--- src/rtl/mem_arbiter_if.sv ---
// Requester-side bus of the RAM arbiter: command, address and write data in; ack and read data out.
interface mem_arbiter_if #(
  parameter int unsigned DATA_W = 16,
  parameter int unsigned ADDR_W = 9
);
  logic [1:0]        cmd;
  logic [ADDR_W-1:0] addr;
  logic [DATA_W-1:0] wdata;
  logic              ack;
  logic [DATA_W-1:0] rdata;

  modport master (output cmd, output addr, output wdata, input ack, input rdata);
  modport slave  (input cmd, input addr, input wdata, output ack, output rdata);
endinterface

--- src/rtl/mem_arbiter.sv ---
// Round-robin arbiter sharing one synchronous-read 256x16 RAM between port A (CPU) and port B.
// Every transaction walks IDLE -> ACCESS -> CAPTURE -> ACK; all outputs are registered.
module mem_arbiter #(
  parameter int unsigned DATA_W = 16,
  parameter int unsigned ADDR_W = 9,
  parameter int unsigned RAM_AW = 8
) (
  input  logic              clk,
  input  logic              reset,
  mem_arbiter_if.slave      a,
  mem_arbiter_if.slave      b,
  output logic [RAM_AW-1:0] ram_addr,
  output logic              ram_write,
  output logic [DATA_W-1:0] ram_din,
  input  logic [DATA_W-1:0] ram_dout,
  output logic              busy
);

  localparam logic [1:0] MRead  = 2'd1;
  localparam logic [1:0] MWrite = 2'd2;

  typedef enum logic [1:0] {StIdle, StAccess, StCapture, StAck} state_e;

  state_e state_q;
  logic   owner_b_q;   // 1: port B owns the transaction in flight
  logic   last_b_q;    // 1: port B was granted last
  logic   rd_q;
  logic   unmapped_q;

  logic              a_req, b_req, grant_b;
  logic [1:0]        sel_cmd;
  logic [ADDR_W-1:0] sel_addr;
  logic [DATA_W-1:0] sel_wdata;

  assign a_req   = (a.cmd == MRead) || (a.cmd == MWrite);
  assign b_req   = (b.cmd == MRead) || (b.cmd == MWrite);
  // On a tie the port that did not win last time takes the grant.
  assign grant_b = b_req && (!a_req || !last_b_q);

  assign sel_cmd   = grant_b ? b.cmd   : a.cmd;
  assign sel_addr  = grant_b ? b.addr  : a.addr;
  assign sel_wdata = grant_b ? b.wdata : a.wdata;

  assign busy = (state_q != StIdle);

  always_ff @(posedge clk or posedge reset) begin
    if (reset) begin
      state_q    <= StIdle;
      owner_b_q  <= 1'b0;
      last_b_q   <= 1'b1;
      rd_q       <= 1'b0;
      unmapped_q <= 1'b0;
      a.ack      <= 1'b0;
      b.ack      <= 1'b0;
      a.rdata    <= '0;
      b.rdata    <= '0;
      ram_addr   <= '0;
      ram_din    <= '0;
      ram_write  <= 1'b0;
    end else begin
      case (state_q)
        StIdle: begin
          if (a_req || b_req) begin
            owner_b_q  <= grant_b;
            rd_q       <= (sel_cmd == MRead);
            unmapped_q <= sel_addr[ADDR_W-1];
            ram_addr   <= sel_addr[RAM_AW-1:0];
            ram_din    <= sel_wdata;
            // Write strobe is set up here so it is high for exactly the ACCESS cycle.
            ram_write  <= (sel_cmd == MWrite) && !sel_addr[ADDR_W-1];
            state_q    <= StAccess;
          end
        end
        StAccess: begin
          ram_write <= 1'b0;
          state_q   <= StCapture;
        end
        StCapture: begin
          if (rd_q) begin
            if (owner_b_q) b.rdata <= unmapped_q ? '0 : ram_dout;
            else           a.rdata <= unmapped_q ? '0 : ram_dout;
          end
          a.ack   <= !owner_b_q;
          b.ack   <= owner_b_q;
          state_q <= StAck;
        end
        StAck: begin
          a.ack    <= 1'b0;
          b.ack    <= 1'b0;
          last_b_q <= owner_b_q;
          state_q  <= StIdle;
        end
        default: state_q <= StIdle;
      endcase
    end
  end

endmodule

--- src/flat_wrapper.sv ---
// flat-port wrapper written by rule: the top's interface ports become plain ports
module mem_arbiter_flat 
#(
  parameter int unsigned DATA_W = 16,
  parameter int unsigned ADDR_W = 9,
  parameter int unsigned RAM_AW = 8
)
  (clk, reset, ram_addr, ram_write, ram_din, ram_dout, busy, a_cmd, a_addr, a_wdata, a_ack, a_rdata, b_cmd, b_addr, b_wdata, b_ack, b_rdata);
  mem_arbiter_if #(.DATA_W(DATA_W), .ADDR_W(ADDR_W)) a_i ();
  mem_arbiter_if #(.DATA_W(DATA_W), .ADDR_W(ADDR_W)) b_i ();
  input  logic clk;
  input  logic reset;
  output logic [RAM_AW-1:0] ram_addr;
  output logic ram_write;
  output logic [DATA_W-1:0] ram_din;
  input  logic [DATA_W-1:0] ram_dout;
  output logic busy;
  input wire logic [$bits(a_i.cmd)-1:0] a_cmd;
  input wire logic [$bits(a_i.addr)-1:0] a_addr;
  input wire logic [$bits(a_i.wdata)-1:0] a_wdata;
  output wire logic [$bits(a_i.ack)-1:0] a_ack;
  output wire logic [$bits(a_i.rdata)-1:0] a_rdata;
  input wire logic [$bits(b_i.cmd)-1:0] b_cmd;
  input wire logic [$bits(b_i.addr)-1:0] b_addr;
  input wire logic [$bits(b_i.wdata)-1:0] b_wdata;
  output wire logic [$bits(b_i.ack)-1:0] b_ack;
  output wire logic [$bits(b_i.rdata)-1:0] b_rdata;
  assign a_i.cmd = a_cmd;
  assign a_i.addr = a_addr;
  assign a_i.wdata = a_wdata;
  assign a_ack = a_i.ack;
  assign a_rdata = a_i.rdata;
  assign b_i.cmd = b_cmd;
  assign b_i.addr = b_addr;
  assign b_i.wdata = b_wdata;
  assign b_ack = b_i.ack;
  assign b_rdata = b_i.rdata;
  mem_arbiter #(.DATA_W(DATA_W), .ADDR_W(ADDR_W), .RAM_AW(RAM_AW)) u_core (.clk(clk), .reset(reset), .a(a_i), .b(b_i), .ram_addr(ram_addr), .ram_write(ram_write), .ram_din(ram_din), .ram_dout(ram_dout), .busy(busy));
endmodule
--- config.mk ---
export PLATFORM = sky130hd
export DESIGN_NAME = mem_arbiter_flat
export DESIGN_NICKNAME = d
export VERILOG_FILES = /design/src/rtl/mem_arbiter_if.sv /design/src/rtl/mem_arbiter.sv /design/src/flat_wrapper.sv
export SDC_FILE = /design/constraint.sdc
export NUM_CORES = 1
export LEC_CHECK = 0
export ABC_AREA = 1
export CAP_MARGIN = 20
export CORE_ASPECT_RATIO = 1.2
export CORE_UTILIZATION = 30
export CTS_CLUSTER_DIAMETER = 80
export DETAILED_ROUTE_END_ITERATION = 8
export SLEW_MARGIN = 20
export SYNTH_ARGS = -nofsm -noshare
export SYNTH_HDL_FRONTEND = slang
export SYNTH_SLANG_ARGS = --single-unit
--- constraint.sdc ---
create_clock -name clk -period 2.2 [get_ports clk]
set_input_delay 0.22 -clock clk [delete_from_list [all_inputs] [get_ports clk]]
set_output_delay 0.22 -clock clk [all_outputs]
set_load 0.01 [all_outputs]
==> flow_summary.json, run 1 <==
{
  "netlist_instances": 324,
  "powerDensity_nw_per_um2": 1300,
  "drt-wirelength-per-cell_um": 12.8,
  "ant_nets": 0,
  "crit_top_cell": "inv_1",
  "cp_slowest_cell": "clkdlybuf4s50_1",
  "finalPower_uw": 6360,
  "final.period_utilization_pct": 87.4,
  "seq_area_frac_synth_pct": 52.1,
  "reg2regPathDepth": 5,
  "setup_viol": 0,
  "cp-start-kind": "register",
  "crit_family": "buffers and inverters",
  "final-hold-violation-count": 0,
  "rows": 40,
  "start_util_pct": 31.1,
  "cp.required_ps": 1980,
  "maxCapViolCount": 0,
  "drc": 0,
  "htree_levels": 3,
  "antenna_found_initial": 0,
  "port_buffers": 131,
  "rsz0062_at_grt": "false",
  "clk_path_buf_depth": 2,
  "pre_cts_ws_ps": 364,
  "drtPass1Iterations": 5,
  "gp_congestion": 0.745,
  "worst_r2r_startpoint": "u_core.state_q[0]$_DFFE_PP0P_",
  "cts.sinks": 65,
  "clk_pin_slew_ps": 50,
  "die_area_sq_um": 10800,
  "p_leak_uw": 0.00237,
  "status": "finished, final reports clean",
  "skew_ps": 3.44,
  "drt_first_iter_violations": 67,
  "routed_wl_um": 7570,
  "min_path_type": "in2async",
  "track_usage_pct": 14.9,
  "post_cts_buffers": 0,
  "cts-root-buf": "clkbuf_16",
  "drv_slew": 0,
  "critical_path_class": "reg2out",
  "fin_setup_tns_ps": 0,
  "synth.net_count": 401,
  "first_global_vias": 2620,
  "yosys_warnings": 0,
  "grt_overflow": 0,
  "final_util_pct": 48.5,
  "cts_tree": "yes",
  "crit_buf_inv": 3,
  "r2r-end": "u_core.b.rdata[8]$_DFFE_PP0P_",
  "dp.final_hpwl_um": 5550,
  "fin_crit_ps": 1920,
  "cts-buffers-inserted": 9,
  "finish.instance_area_sq_um": 4880,
  "drive_gt1_share_pct": 13.0,
  "tightest_slew_ps": 609,
  "hold_buffers": 0,
  "fin_ws_ps": 277,
  "grt_pass1_wl_um": 12400,
  "dr_total_vias": 2583,
  "grt_max_degree": 52,
  "syn_area_sq_um": 3130,
  "cpPeakStageDelay_ps": 530,
  "io_pins": 132,
  "cp-end-kind": "primary output",
  "coreArea_sq_um": 10100,
  "worstPathCellList": "inv_1 -> ha_1 -> inv_1 -> clkdlybuf4s50_1",
  "syn_area_per_cell_sq_um": 9.65,
  "n_antenna_cell": 0,
  "slew_headroom_pct": 59.4,
  "rrSetupSlack_ps": 370,
  "max_clock_freq_mhz": 520,
  "fp.dieW_um": 95.2,
  "clkLatencyLatePin_ps": 320,
  "syn2layout_area_growth_pct": 56.0,
  "ys_types": 22,
  "vdd_drop_max_mv": 0.382,
  "viasPerCell": 4.39,
  "die_height_um": 114,
  "cp.depth": 4,
  "ys_ff_latch": 65,
  "placed_area_sq_um": 4550,
  "nets": 535,
  "arrival_ps": 1700,
  "cts_resized": 0,
  "path_max_fanout": 5
}
state kept, by name, summed over array words and instances (netlist names), 2 cells and up:
name             cells
u_core.ram_addr      8
u_core.b.rdata      16
u_core.a.rdata      16
u_core.state_q       2
u_core.ram_din      16
worst max-delay path by stage:
| stage | startpoint | endpoint |
|---|---|---|
| after floorplan | reset | u_core.a.ack$_DFFE_PP0P_ |
| after global placement | a_cmd[0] | u_core.ram_write$_DFFE_PP0P_ |
| after detailed placement | u_core.state_q[0]$_DFFE_PP0P_ | u_core.b.rdata[3]$_DFFE_PP0P_ |
| after CTS | u_core.state_q[0]$_DFFE_PP0P_ | busy |
| after global routing | u_core.state_q[0]$_DFFE_PP0P_ | busy |
| final | u_core.state_q[0]$_DFFE_PP0P_ | busy |
report_power, final:
part           total (uW)  switching (uW)  internal, uW  leakage [uW]
clock network        1510             505          1000      0.000158
logic                2750            1190          1560       0.00140
registers            2110             348          1760      0.000811
total                6360            2050          4310       0.00237
synth_stat cells (all sizes together):
cell | count | area [sq um]
inv | 51 | 191
a21oi | 2 | 10.0
o21ai | 7 | 35.0
mux2 | 33 | 409
nor3 | 1 | 16.3
buf | 14 | 115
nor2 | 21 | 86.3
o211ai | 24 | 180
dfrtp | 64 | 1600
nand4 | 1 | 6.26
nand2 | 95 | 362
dfstp | 1 | 26.3
ha | 5 | 62.6
nand3 | 5 | 25.0
per-layer routing:
| metal | part of all wire [%] | vias up | routed length (um) | track usage (%) |
|---|---|---|---|---|
| met5 | 0 | - | 0 | 0 |
| met4 | 1.4 | 0 | 103 | 5.45 |
| met3 | 10 | 9 | 789 | 5.07 |
| met2 | 45 | 116 | 3420 | 24.5 |
| met1 | 43 | 1163 | 3250 | 17.8 |
| li1 | - | 1295 | - | - |
cell families after synthesis:
group | synth area share [%]
and+or+nand+nor | 15.8
buffers and inverters | 9.80
muxes | 13.1
adders and majority gates | 2.00
DFF | 52.1
AOI/OAI and AO/OA | 7.20
through the flow:
step / hold WS (ps) / instances
final: 282 / 589
after global routing: 314 / 589
after CTS: 295 / 589
after detailed placement: 466 / 573
after global placement: 464 / 573
after floorplan: 365 / 324
layout by cell type (no fill, tap or decap), types with 4 or more instances in the layout:
master / netlist / final
clkbuf_16: 0 / 9
mux2_2: 20 / 20
o211ai_1: 24 / 24
nor2_1: 20 / 20
ha_1: 5 / 5
dfrtp_1: 64 / 64
nand3_1: 5 / 5
inv_1: 49 / 48
nand2_1: 93 / 93
clkdlybuf4s50_1: 0 / 131
o21ai_0: 7 / 7
buf_4: 7 / 4
clkbuf_8: 0 / 4
mux2_4: 10 / 10
cell type report:
| class | instances | area, sq um |
|---|---|---|
| Fill cell | 981 | 5180 |
| Sequential cell | 65 | 1630 |
| Timing Repair Buffer | 137 | 1380 |
| Multi-Input combinational cell | 194 | 1190 |
| Clock buffer | 13 | 280 |
| Inverter | 51 | 191 |
| Tap cell | 126 | 158 |
| Clock inverter | 3 | 46.3 |
Note: power is estimated with default switching activity, not from simulation.
==> run 2, diff against run 1 <==
==> constraint.sdc (replaced) <==
create_clock -name clk -period 1.7 [get_ports clk]
set_input_delay 0.17 -clock clk [delete_from_list [all_inputs] [get_ports clk]]
set_output_delay 0.17 -clock clk [all_outputs]
set_load 0.01 [all_outputs]
==> flow_summary.json, run 2 (same netlist as run 1, synthesis figures left out) <==
{
  "cts-buffers-inserted": 9,
  "reg_top3": "u_core.a.rdata x16, u_core.b.rdata x16, u_core.ram_din x16",
  "track_usage_pct": 14.9,
  "drt-wirelength-per-cell_um": 12.4,
  "timing.hold.ws_ps": 286,
  "cts.sinks": 65,
  "fin_setup_tns_ps": 0,
  "powerDensity_nw_per_um2": 1680,
  "clk_pin_slew_ps": 50,
  "skew_ps": 4.12,
  "port_buffers": 131,
  "worstPathCellList": "inv_2 -> ha_1 -> inv_2 -> nor3_4 -> buf_12 -> mux2_2",
  "dr_total_vias": 2576,
  "htree_levels": 3,
  "crit_top_cell": "inv_2",
  "min_path_type": "in2async",
  "start_util_pct": 31.1,
  "io_pins": 132,
  "critical_path_class": "reg2reg",
  "cp-start-kind": "register",
  "clkLatencyLatePin_ps": 330,
  "antenna_found_initial": 0,
  "drc": 0,
  "layout_commonest_cell": "clkdlybuf4s50_1",
  "cp_slowest_cell": "dfrtp_1",
  "fin_crit_ps": 1610,
  "cts_tree": "yes",
  "max_clock_freq_mhz": 620,
  "p_leak_uw": 0.00240,
  "die_area_sq_um": 10800,
  "first_global_vias": 2633,
  "rows": 40,
  "crit_family": "flip-flops",
  "drive_gt1_share_pct": 14.3,
  "rsz0062_at_grt": "false",
  "grt_max_degree": 66,
  "ant_nets": 0,
  "hold_buffers": 0,
  "grt_pass1_wl_um": 12300,
  "nets": 541,
  "vdd_drop_max_mv": 0.665,
  "cts-root-buf": "clkbuf_16",
  "setup_viol": 0,
  "status": "finished, final reports clean",
  "path_max_fanout": 16,
  "maxCapViolCount": 0,
  "coreArea_sq_um": 10100,
  "final-hold-violation-count": 0,
  "drv_slew": 0,
  "gp_congestion": 0.757,
  "clk_path_buf_depth": 2,
  "cp.required_ps": 1910,
  "slew_headroom_pct": 77.2,
  "cp-end-kind": "register",
  "syn2layout_area_growth_pct": 58.5,
  "cpPeakStageDelay_ps": 390,
  "drt_first_iter_violations": 72,
  "rrSetupSlack_ps": 90,
  "viasPerCell": 4.33,
  "tightest_slew_ps": 342,
  "dp.final_hpwl_um": 5310,
  "crit_buf_inv": 3,
  "drtPass1Iterations": 4,
  "final.period_utilization_pct": 94.9,
  "die_height_um": 114,
  "grt_overflow": 0,
  "arrival_ps": 1820,
  "n_antenna_cell": 0,
  "final_cell_mix": "130 x clkdlybuf4s50_1, 93 x nand2_1, 64 x dfrtp_1",
  "fp.dieW_um": 95.2,
  "routed_wl_um": 7410
}
==> run 2: final timing paths <==
path / cells past startpoint / to / start
worst max-delay path: 6 / u_core.a.rdata[14]$_DFFE_PP0P_ / u_core.state_q[0]$_DFFE_PP0P_
worst min-delay path: 3 / u_core.ram_addr[3]$_DFFE_PP0P_ / reset
worst max register to register: 6 / u_core.a.rdata[14]$_DFFE_PP0P_ / u_core.state_q[0]$_DFFE_PP0P_
worst min register to register: 2 / u_core.ram_din[4]$_DFFE_PP0P_ / u_core.ram_din[4]$_DFFE_PP0P_
max in group asynchronous: 3 / u_core.last_b_q$_DFFE_PP1P_ / reset
min in group clk: 3 / u_core.ram_addr[3]$_DFFE_PP0P_ / b_addr[3]
==> run 2: repair_timing <==
action	CTS	global route
setup endpoints to repair	1	0
setup buffers	2	0
gates resized for setup	5	0
==> run 2: worst min-delay path: cells and delay by family <==
family	cells	cell delay, ps
buffers and inverters	3	850
==> run 2: metrics by stage <==
stage | util (%) | setup slack (ps) | std cells | power (uW) | instance area, sq um
after global routing | 49.3 | 10.5 | 595 | 8970 | 4960
after floorplan | - | 59.8 | 324 | 4560 | 3130
after global placement | 45.9 | 68.5 | 577 | 6410 | 4620
after CTS | 49.3 | 75.8 | 595 | 8480 | 4960
final | 49.3 | 86.4 | 595 | 8350 | 4960
after detailed placement | 45.9 | 3.25 | 577 | 6460 | 4620
==> run 2: layout make-up <==
class	instances	area (sq um)
clock buffer	14	274
clock inverter	2	35.0
fill	977	5100
inverter	51	195
multi-input combinational	194	1200
sequential	65	1630
tap	126	158
timing repair buffer	143	1460
==> run 2: per-layer routing <==
layer,part of all wire (%),up-vias,track usage [%]
met5,0,-,0
met4,2.2,0,7.88
met3,9.6,12,4.33
met2,44,109,23.5
met1,44,1145,18.1
li1,-,1310,-
==> run 2: where the power goes <==
group          leakage [uW]  switching, uW  internal, uW
Sequential         0.000811            391          2280
Clock              0.000153            637          1250
Combinational       0.00144           1650          2140
Total               0.00240           2680          5670
==> run 3, diff against run 2 <==
--- a/config.mk
+++ b/config.mk
@@ -8,9 +8,10 @@
 export ABC_AREA = 1
 export CAP_MARGIN = 20
 export CORE_ASPECT_RATIO = 1.2
-export CORE_UTILIZATION = 30
+export CORE_UTILIZATION = 39
 export CTS_CLUSTER_DIAMETER = 80
 export DETAILED_ROUTE_END_ITERATION = 8
+export PLACE_DENSITY = 0.77
 export SLEW_MARGIN = 20
 export SYNTH_ARGS = -nofsm -noshare
 export SYNTH_HDL_FRONTEND = slang
==> flow_summary.json, run 3 (same netlist as run 1, synthesis figures left out) <==
{
  "status": "finished, final reports clean",
  "ant_nets": 0,
  "drv_slew": 0,
  "skew_ps": 10.3,
  "arrival_ps": 1810,
  "grt_pass1_wl_um": 12200,
  "fin_crit_ps": 1590,
  "grt_overflow": 0,
  "grt_max_degree": 66,
  "io_pins": 132,
  "fin_setup_tns_ps": 0,
  "final.period_utilization_pct": 93.5,
  "clkLatencyLatePin_ps": 330,
  "crit_top_cell": "inv_2",
  "track_usage_pct": 18.5,
  "drc": 0,
  "finalPower_uw": 7890,
  "path_max_fanout": 16,
  "drt_first_iter_violations": 115,
  "worst_r2r_startpoint": "u_core.state_q[0]$_DFFE_PP0P_",
  "vdd_drop_max_mv": 0.947,
  "drt-wirelength-per-cell_um": 13.0,
  "n_antenna_cell": 0,
  "coreArea_sq_um": 7710,
  "critical_path_class": "reg2reg",
  "reg2regPathDepth": 6,
  "rows": 35,
  "cp.required_ps": 1920,
  "clk_path_buf_depth": 2,
  "cts-root-buf": "clkbuf_8",
  "final_cell_mix": "130 x clkdlybuf4s50_1, 93 x nand2_1, 64 x dfrtp_1",
  "drtPass1Iterations": 4,
  "crit_path_start": "u_core.state_q[0]$_DFFE_PP0P_",
  "syn2layout_area_growth_pct": 54.4,
  "gp_congestion": 0.858,
  "die_height_um": 100,
  "antenna_found_initial": 0,
  "p_leak_uw": 0.00236,
  "cts.sinks": 65,
  "first_global_vias": 2582,
  "htree_levels": 3,
  "cp-start-kind": "register",
  "setup_viol": 0,
  "clk_pin_slew_ps": 80,
  "start_util_pct": 40.6,
  "nets": 541,
  "worstPathCellList": "inv_2 -> ha_2 -> inv_2 -> nor3_4 -> buf_12 -> mux2_2",
  "cpPeakStageDelay_ps": 400,
  "cp-end-kind": "register",
  "max_clock_freq_mhz": 629,
  "dp.final_hpwl_um": 5330,
  "hold_buffers": 0,
  "port_buffers": 131,
  "maxCapViolCount": 0,
  "cp_slowest_cell": "dfrtp_1",
  "reg_top3": "u_core.a.rdata x16, u_core.b.rdata x16, u_core.ram_din x16",
  "cts_tree": "yes",
  "drive_gt1_share_pct": 14.7,
  "final-hold-violation-count": 0,
  "tightest_slew_ps": 340,
  "min_path_type": "in2async",
  "fp.dieW_um": 83.7,
  "powerDensity_nw_per_um2": 1630,
  "dr_total_vias": 2599,
  "slew_headroom_pct": 77.4,
  "die_area_sq_um": 8380,
  "routed_wl_um": 7290,
  "cts-buffers-inserted": 9,
  "viasPerCell": 4.63,
  "layout_commonest_cell": "clkdlybuf4s50_1",
  "rsz0062_at_grt": "false"
}
## run 3: cell types whose count changed in the layout (fill, tap and decap cells not counted), sizes merged
cell      before  now
clkinvlp       1    2
clkinv         1    4
bufinv         1    2
clkbuf        14    9
## run 3: per-stage QoR
stage / util (%) / instance area [sq um] / hold slack, ps / setup WS, ps / instances
CTS: 62.6 / 4820 / 289 / 21.0 / 561
floorplan: - / 3130 / 307 / 59.8 / 324
global route: 62.6 / 4830 / 299 / 26.1 / 561
global placement: 59.4 / 4580 / 462 / 105 / 543
finish: 62.6 / 4830 / 274 / 110 / 561
detailed placement: 59.4 / 4580 / 469 / 38.6 / 543
## run 3: where the power goes
group,internal (uW),switching (uW),leakage (uW),total [uW]
Sequential,2270,406,0.000811,2680
Combinational,2140,1650,0.00144,3790
Clock,825,599,0.000109,1420
Total,5240,2650,0.00236,7890
## run 3: cell type report
class / instances / area (sq um)
Clock buffer: 9 / 124
Fill cell: 641 / 2880
Clock inverter: 7 / 95.1
Sequential cell: 65 / 1630
Timing Repair Buffer: 143 / 1460
Inverter: 51 / 195
Multi-Input combinational cell: 194 / 1210
Tap cell: 92 / 115
## run 3: path summary, 6_finish.rpt
check / slack [ps] / to
min: 270 / u_core.a.rdata[3]$_DFFE_PP0P_
max reg2reg: 110 / u_core.a.rdata[2]$_DFFE_PP0P_
max: 110 / u_core.a.rdata[2]$_DFFE_PP0P_
min in group clk: 460 / u_core.ram_din[10]$_DFFE_PP0P_
max in group asynchronous: 1100 / u_core.last_b_q$_DFFE_PP1P_
min reg2reg: 480 / u_core.ram_addr[2]$_DFFE_PP0P_
## run 3: critical path: cells and delay by family (launching register included)
family | cells | cell delay (ps)
flip-flops | 1 | 400
buffers and inverters | 3 | 360
multiplexers | 1 | 350
adder cells (fa/ha/maj) | 1 | 220
AND/OR/NAND/NOR | 1 | 140
## run 3: routing by layer
| layer | global-route usage (%) | wire length, um | part of all wire, % |
|---|---|---|---|
| met1 | 23.6 | 3160 | 43 |
| met5 | 0 | 0 | 0 |
| met2 | 30.1 | 3500 | 48 |
| met4 | 7.56 | 121 | 1.7 |
| met3 | 4.85 | 516 | 7.1 |
## run 3: timing repair
action | 4_1_cts | 5_1_grt
setup buffers | 2 | 0
gates resized for setup | 3 | 2
endpoints found under the setup margin | 1 | 32
